===== src/rtl/spi_slave.sv =====
// -----------------------------------------------------------------------------
// spi_slave
//
// Single-word SPI slave. It is the responder end of the team's SPI master. It
// uses the same CPOL/CPHA conventions, and words go MSB first. Every SPI pin is
// brought into the system clock domain through a synchronizer chain, so no
// logic is clocked by sclk.
//
// Parameters
//   DATA_WIDTH   bits per frame (>= 2)
//   CPOL         idle level of sclk
//   CPHA         clock phase (0: sample on leading edge, 1: sample on trailing)
//   SYNC_STAGES  synchronizer depth for sclk/csn/mosi (>= 2)
//
// Ports
//   clk          system clock (rising edge)
//   arstn        asynchronous active-low reset
//   sclk         SPI clock from the master (asynchronous)
//   csn          chip select, active low (asynchronous)
//   mosi         master-out serial data (asynchronous)
//   miso         slave-out serial data, MSB first
//   miso_oe      pad output enable; high while a frame is active
//   data_send    word to transmit, latched when the frame starts
//   data_recv    last complete received word, held until the next one
//   recv_valid   one-cycle pulse when data_recv has just been updated
//   busy         high from frame start until csn deassert is detected
//   frame_err    one-cycle pulse when csn rises with a partial word
// -----------------------------------------------------------------------------
module spi_slave #(
    parameter int   DATA_WIDTH  = 8,
    parameter logic CPOL        = 1'b1,
    parameter logic CPHA        = 1'b1,
    parameter int   SYNC_STAGES = 2
) (
    input  logic                  clk,
    input  logic                  arstn,
    input  logic                  sclk,
    input  logic                  csn,
    input  logic                  mosi,
    output logic                  miso,
    output logic                  miso_oe,
    input  logic [DATA_WIDTH-1:0] data_send,
    output logic [DATA_WIDTH-1:0] data_recv,
    output logic                  recv_valid,
    output logic                  busy,
    output logic                  frame_err
);

    localparam int CW = $clog2(DATA_WIDTH + 1);

    localparam logic [CW-1:0] CNT_ZERO = {CW{1'b0}};
    localparam logic [CW-1:0] CNT_ONE  = {{(CW-1){1'b0}}, 1'b1};
    localparam logic [CW-1:0] CNT_LAST = CW'(DATA_WIDTH - 1);

    typedef enum logic [1:0] {
        ST_IDLE  = 2'd0,
        ST_SHIFT = 2'd1,
        ST_FULL  = 2'd2
    } state_t;

    // ------------------------------------------------------------------
    // Synchronizer chains and edge-detect history
    // ------------------------------------------------------------------
    logic [SYNC_STAGES-1:0] sclk_sync_q;
    logic [SYNC_STAGES-1:0] csn_sync_q;
    logic [SYNC_STAGES-1:0] mosi_sync_q;
    logic                   sclk_hist_q;
    logic                   csn_hist_q;

    // Synchronizer shift chains. csn resets low so that a master already
    // holding csn low is not mistaken for a fresh frame start.
    always_ff @(posedge clk or negedge arstn) begin
        if (!arstn) begin
            sclk_sync_q <= {SYNC_STAGES{CPOL}};
            sclk_hist_q <= CPOL;
            csn_sync_q  <= {SYNC_STAGES{1'b0}};
            csn_hist_q  <= 1'b0;
            mosi_sync_q <= {SYNC_STAGES{1'b0}};
        end else begin
            sclk_sync_q <= {sclk_sync_q[SYNC_STAGES-2:0], sclk};
            sclk_hist_q <= sclk_sync_q[SYNC_STAGES-1];
            csn_sync_q  <= {csn_sync_q[SYNC_STAGES-2:0], csn};
            csn_hist_q  <= csn_sync_q[SYNC_STAGES-1];
            mosi_sync_q <= {mosi_sync_q[SYNC_STAGES-2:0], mosi};
        end
    end

    logic sclk_s;
    logic csn_s;
    logic mosi_s;
    logic lead_edge_s;
    logic trail_edge_s;
    logic sample_edge_s;
    logic shift_edge_s;
    logic csn_fall_s;
    logic csn_rise_s;

    assign sclk_s = sclk_sync_q[SYNC_STAGES-1];
    assign csn_s  = csn_sync_q[SYNC_STAGES-1];
    assign mosi_s = mosi_sync_q[SYNC_STAGES-1];

    // Leading edge leaves the idle level and trailing edge returns to it.
    assign lead_edge_s  = (sclk_hist_q == CPOL) && (sclk_s != CPOL);
    assign trail_edge_s = (sclk_hist_q != CPOL) && (sclk_s == CPOL);

    assign sample_edge_s = (CPHA == 1'b1) ? trail_edge_s : lead_edge_s;
    assign shift_edge_s  = (CPHA == 1'b1) ? lead_edge_s  : trail_edge_s;

    assign csn_fall_s = csn_hist_q  && !csn_s;
    assign csn_rise_s = !csn_hist_q && csn_s;

    // ------------------------------------------------------------------
    // Frame state
    // ------------------------------------------------------------------
    state_t                state_q,      state_d;
    logic [DATA_WIDTH-1:0] tx_shift_q,   tx_shift_d;
    logic [DATA_WIDTH-1:0] rx_shift_q,   rx_shift_d;
    logic [CW-1:0]         bit_cnt_q,    bit_cnt_d;
    logic                  first_q,      first_d;
    logic [DATA_WIDTH-1:0] data_recv_q,  data_recv_d;
    logic                  recv_valid_q, recv_valid_d;
    logic                  frame_err_q,  frame_err_d;
    logic                  busy_q,       busy_d;
    logic                  miso_q,       miso_d;

    // Next-state and datapath logic for the frame FSM.
    always_comb begin
        state_d      = state_q;
        tx_shift_d   = tx_shift_q;
        rx_shift_d   = rx_shift_q;
        bit_cnt_d    = bit_cnt_q;
        first_d      = first_q;
        data_recv_d  = data_recv_q;
        recv_valid_d = 1'b0;
        frame_err_d  = 1'b0;

        case (state_q)
            ST_IDLE: begin
                // sclk edges coinciding with the csn fall are ignored here.
                if (csn_fall_s) begin
                    state_d    = ST_SHIFT;
                    tx_shift_d = data_send;
                    bit_cnt_d  = CNT_ZERO;
                    first_d    = 1'b1;
                end else begin
                    state_d    = ST_IDLE;
                end
            end

            ST_SHIFT: begin
                // csn rise has priority: a coincident sample is dropped.
                if (csn_rise_s) begin
                    state_d     = ST_IDLE;
                    frame_err_d = (bit_cnt_q != CNT_ZERO);
                end else if (sample_edge_s) begin
                    // Truncating cast drops the oldest bit off the top.
                    rx_shift_d = DATA_WIDTH'({rx_shift_q, mosi_s});
                    bit_cnt_d  = bit_cnt_q + CNT_ONE;
                    if (bit_cnt_q == CNT_LAST) begin
                        data_recv_d  = rx_shift_d;
                        recv_valid_d = 1'b1;
                        state_d      = ST_FULL;
                    end else begin
                        state_d      = ST_SHIFT;
                    end
                end else if (shift_edge_s) begin
                    // With CPHA=1 the MSB is already driven at frame start,
                    // so the first leading edge must not advance the word.
                    if ((CPHA == 1'b1) && first_q) begin
                        first_d    = 1'b0;
                    end else begin
                        tx_shift_d = {tx_shift_q[DATA_WIDTH-2:0], 1'b0};
                    end
                end else begin
                    state_d = ST_SHIFT;
                end
            end

            ST_FULL: begin
                // Overrun edges are ignored; only the frame end matters.
                if (csn_rise_s) begin
                    state_d = ST_IDLE;
                end else begin
                    state_d = ST_FULL;
                end
            end

            default: begin
                state_d = ST_IDLE;
            end
        endcase
    end

    // Registered output values derived from the next state.
    always_comb begin
        miso_d = tx_shift_d[DATA_WIDTH-1];
        busy_d = (state_d != ST_IDLE);
    end

    // State and output registers.
    always_ff @(posedge clk or negedge arstn) begin
        if (!arstn) begin
            state_q      <= ST_IDLE;
            tx_shift_q   <= {DATA_WIDTH{1'b0}};
            rx_shift_q   <= {DATA_WIDTH{1'b0}};
            bit_cnt_q    <= CNT_ZERO;
            first_q      <= 1'b0;
            data_recv_q  <= {DATA_WIDTH{1'b0}};
            recv_valid_q <= 1'b0;
            frame_err_q  <= 1'b0;
            busy_q       <= 1'b0;
            miso_q       <= 1'b0;
        end else begin
            state_q      <= state_d;
            tx_shift_q   <= tx_shift_d;
            rx_shift_q   <= rx_shift_d;
            bit_cnt_q    <= bit_cnt_d;
            first_q      <= first_d;
            data_recv_q  <= data_recv_d;
            recv_valid_q <= recv_valid_d;
            frame_err_q  <= frame_err_d;
            busy_q       <= busy_d;
            miso_q       <= miso_d;
        end
    end

    assign miso       = miso_q;
    assign miso_oe    = busy_q;
    assign busy       = busy_q;
    assign data_recv  = data_recv_q;
    assign recv_valid = recv_valid_q;
    assign frame_err  = frame_err_q;

endmodule

===== config.mk =====
export PLATFORM = sky130hd
export DESIGN_NAME = spi_slave
export DESIGN_NICKNAME = d
export VERILOG_FILES = /design/src/rtl/spi_slave.sv
export SDC_FILE = /design/constraint.sdc
export NUM_CORES = 1
export LEC_CHECK = 0
export BUFFER_PORTS_ARGS = -buffer_cell sky130_fd_sc_hd__buf_2
export CORE_ASPECT_RATIO = 0.9
export CORE_UTILIZATION = 40
export CTS_BUF_LIST = sky130_fd_sc_hd__clkbuf_4 sky130_fd_sc_hd__clkbuf_8
export DETAILED_ROUTE_END_ITERATION = 12
export GPL_TIMING_DRIVEN = 0
export SLEW_MARGIN = 0
export SYNTH_ARGS = -nofsm -noshare
export SYNTH_HDL_FRONTEND = slang
export SYNTH_SLANG_ARGS = --single-unit

===== constraint.sdc =====
create_clock -name clk -period 2.5 [get_ports clk]
set_input_delay 0 -clock clk [delete_from_list [all_inputs] [get_ports clk]]
set_output_delay 0 -clock clk [all_outputs]
set_load 0.02 [all_outputs]

==> flow_summary_export.csv <==
group,metric,value,unit
routing,postRouteAntennaNets,0,
timing,hold_violations,0,
pwr,p_sw,0.430,mW
routing,drt-initial-drc-count,57,
global_route,grt_pass1_vias,1067,
floorplanning,initial_core_util,0.423,
routing,wire_per_inst,12.9,µm
final_layout,stdcell_area,2100,µm²
flow_run,drv_cap,0,
global_route,antenna_found_initial,0,
cts,cts_made_buffers,5,
floorplanning,die_h,64.9,µm
final_layout,num-fill-cells,374,
cts,insertion_delay,300,ps
setup_path,worstSetupPathType,"reg -> reg",
cts,cts.sinks,41,
routing,routed_wl,2880,µm
logic_synthesis,async_flop_share,1.00,
pwr,clkPwrFrac,0.278,
routing,drcViolationCount,0,
setup_path,crit_slowest_cell,"dfstp_2",
floorplanning,coreArea,4160,µm²
pwr,combinationalPowerShare,0.191,
logic_synthesis,netlist_area,1760,µm²
routing,drtPass1Iterations,4,
setup_path,worstPathArrival,2040,ps
placement,post_dp_cell_area,1960,µm²
final_layout,area_growth,19.2,%
timing,slew_viol_final,0,
min_path,worst_hold_path_type,"in -> reg",
timing,fin_crit,1860,ps
logic_synthesis,ys_seq_area_frac,0.585,
cts,clk_pin_slew,80,ps
final_layout,nets,177,
logic_synthesis,syn-mean-instance-area,14.0,µm²
outcome,status,"finished clean",
global_route,grt_pass1_wl,5180,µm
setup_path,crit_chain,"nor2b_1 -> and3_1 -> and4b_1 -> buf_6 -> mux2_4",
logic_synthesis,syn-num-nets,141,
timing,final.period_utilization,0.742,
pwr,switching_share,0.259,
pwr,seqPwrFrac,0.531,
global_route,grt.total_usage,0.151,
cts,cts_tree,"yes",
timing,clock_skew,12.4,ps
logic_synthesis,ys_top_cells_by_area,"dfrtp_1, mux2_2, mux2_4",
timing,slew_headroom,0.416,
floorplanning,die_area,4670,µm²
setup_path,r2r_setup_slack,640,ps
floorplanning,std_cell_rows,22,
routing,via_per_inst,4.60,
cts,h-tree-depth,2,
floorplanning,ios,26,
timing,worst-slew-pin-transition,876,ps
cts,cts_buffer_depth,2,
pwr,max-vdd-ir-drop,0.556,mV
routing,vias,1026,
placement,io_buffer_count,25,
placement,dpl.hpwl,1900,µm
setup_path,cp-end-kind,"flop",
timing,setup_viol,0,
logic_synthesis,synth_edf_count,0,
logic_synthesis,ys_seq_elements,41,
final_layout,antenna_cells,0,
timing,max_freq,539,MHz
final_layout,drive_gt1_frac,0.460,
logic_synthesis,synth_top_area_share,0.541,
pwr,p_leak,1.01,nW
logic_synthesis,ys_warn_count,0,
cts,clockRootBuffer,"clkbuf_8",
pwr,p_int,1.23,mW
final_layout,fin_util,0.505,
setup_path,crit_fanout,9,
setup_path,start_kind,"flop",
placement,gp_congestion,0.797,
placement,dpl_worst_slack,643,ps
pwr,power.density,792,nW/µm²
timing,rsz0062_at_grt,"false",
setup_path,worst_path_largest_cell_delay,540,ps
logic_synthesis,yosysTopAreaCell,"dfrtp_1",
logic_synthesis,ys_types,30,
global_route,grt_max_degree,42,
global_route,overflow,0,
setup_path,cp.required,2680,ps
logic_synthesis,syn_inst,126,
floorplanning,dieWidth,71.9,µm
timing,finalSetupTns,0,ps
timing,fin_ws,644,ps
logic_synthesis,synthFlopType,"dfrtp_1",
-- worst max-delay path: cells and delay by family, from the launching register on --
family	cells	cell delay, ps
AND/OR/NAND/NOR	3	710
buffers and inverters	1	170
multiplexers	1	310
flip-flops	1	540
-- power by group through the flow --
| stage | Clock (mW) | Sequential (mW) | Combinational [mW] |
|---|---|---|---|
| after floorplan | 0 | 0.886 | 0.231 |
| after global placement | 0 | 0.884 | 0.307 |
| after detailed placement | 0 | 0.895 | 0.315 |
| after CTS | 0.476 | 0.882 | 0.322 |
| after global routing | 0.512 | 0.902 | 0.354 |
| final | 0.462 | 0.881 | 0.317 |
-- placed cells by master, fill, tap and decap left out, types with 2 or more instances in the layout --
master,instances
a21oi_1,2
and2_1,2
and4b_1,2
buf_2,27
buf_6,3
clkbuf_4,2
clkbuf_8,6
dfrtp_1,38
dfstp_2,3
dlygate4sd3_1,4
ha_1,2
inv_1,3
mux2_2,22
mux2_4,8
nand2_1,7
nand4_1,2
nor2_1,7
nor2b_1,4
o21ai_0,5
-- cell type report --
| class | count | area (µm²) | area share |
|---|---|---|---|
| Multi-Input combinational cell | 76 | 667 | 0.318 |
| Clock buffer | 8 | 97.6 | 0.0465 |
| Sequential cell | 41 | 1030 | 0.491 |
| Buffer | 6 | 51.3 | 0.0245 |
| Inverter | 3 | 11.3 | 0.00537 |
| Tap cell | 60 | 75.1 | 0.0358 |
| Timing Repair Buffer | 29 | 165 | 0.0788 |
-- kinds of logic (layout without fill, tap and decap cells) --
kind of cell,Yosys count,in the layout,synth area share
AND/OR/NAND/NOR,31,31,0.0989
XOR/XNOR,1,1,0.00498
AO/OA/AOI/OAI,11,11,0.0462
multiplexers,31,31,0.215
buffers and inverters,9,46,0.0356
flip-flops,41,41,0.585
adder cells (fa/ha/maj),2,2,0.0142
-- sequential cells by signal (all words and copies together) (netlist names), 2 cells and up --
name,count
state_q,2
tx_shift_q,8
sclk_sync_q,2
bit_cnt_q,4
data_recv,8
mosi_sync_q,2
csn_sync_q,2
rx_shift_q,7
-- synthesized netlist by cell type, types with 3 or more instances --
cell and instances:
buf_6 3, dfrtp_1 38, dfstp_2 3, inv_1 3, mux2_2 22, mux2_4 8, nand2_1 7, nor2_1 7
nor2b_1 4, o21ai_0 5
-- routing by layer --
metal  global-route usage  share of wire  routed length (µm)
met1                0.212           0.50                1440
met2                0.213           0.44                1270
met3               0.0420          0.035                 101
met4               0.0735          0.024                  68
met5                    0              0                   0
-- final timing paths --
check | end | from | depth (start not counted)
setup / recovery | data_recv[3] | sclk_sync_q[1] | 5
hold / removal | tx_shift_q[3] | data_send[3] | 3
setup reg to reg | data_recv[3] | sclk_sync_q[1] | 5
hold reg to reg | mosi_sync_q[1] | mosi_sync_q[0] | 0
max in group asynchronous | mosi_sync_q[0] | arstn | 2
min in group asynchronous | busy | arstn | 2
-- stage by stage --
stage,total power [mW],hold slack (ps),std cells
CTS,1.68,55.4,223
floorplan,1.12,-296,126
global placement,1.19,105,211
detailed placement,1.21,106,211
global route,1.77,65.9,223
finish,1.66,58.4,223
-- timing repair --
item	in CTS	in global routing
setup buffers	0	0
hold buffers	4	0
hold endpoints to repair	41	0
resized for setup	0	0
Power figures use the tool's default switching activity.
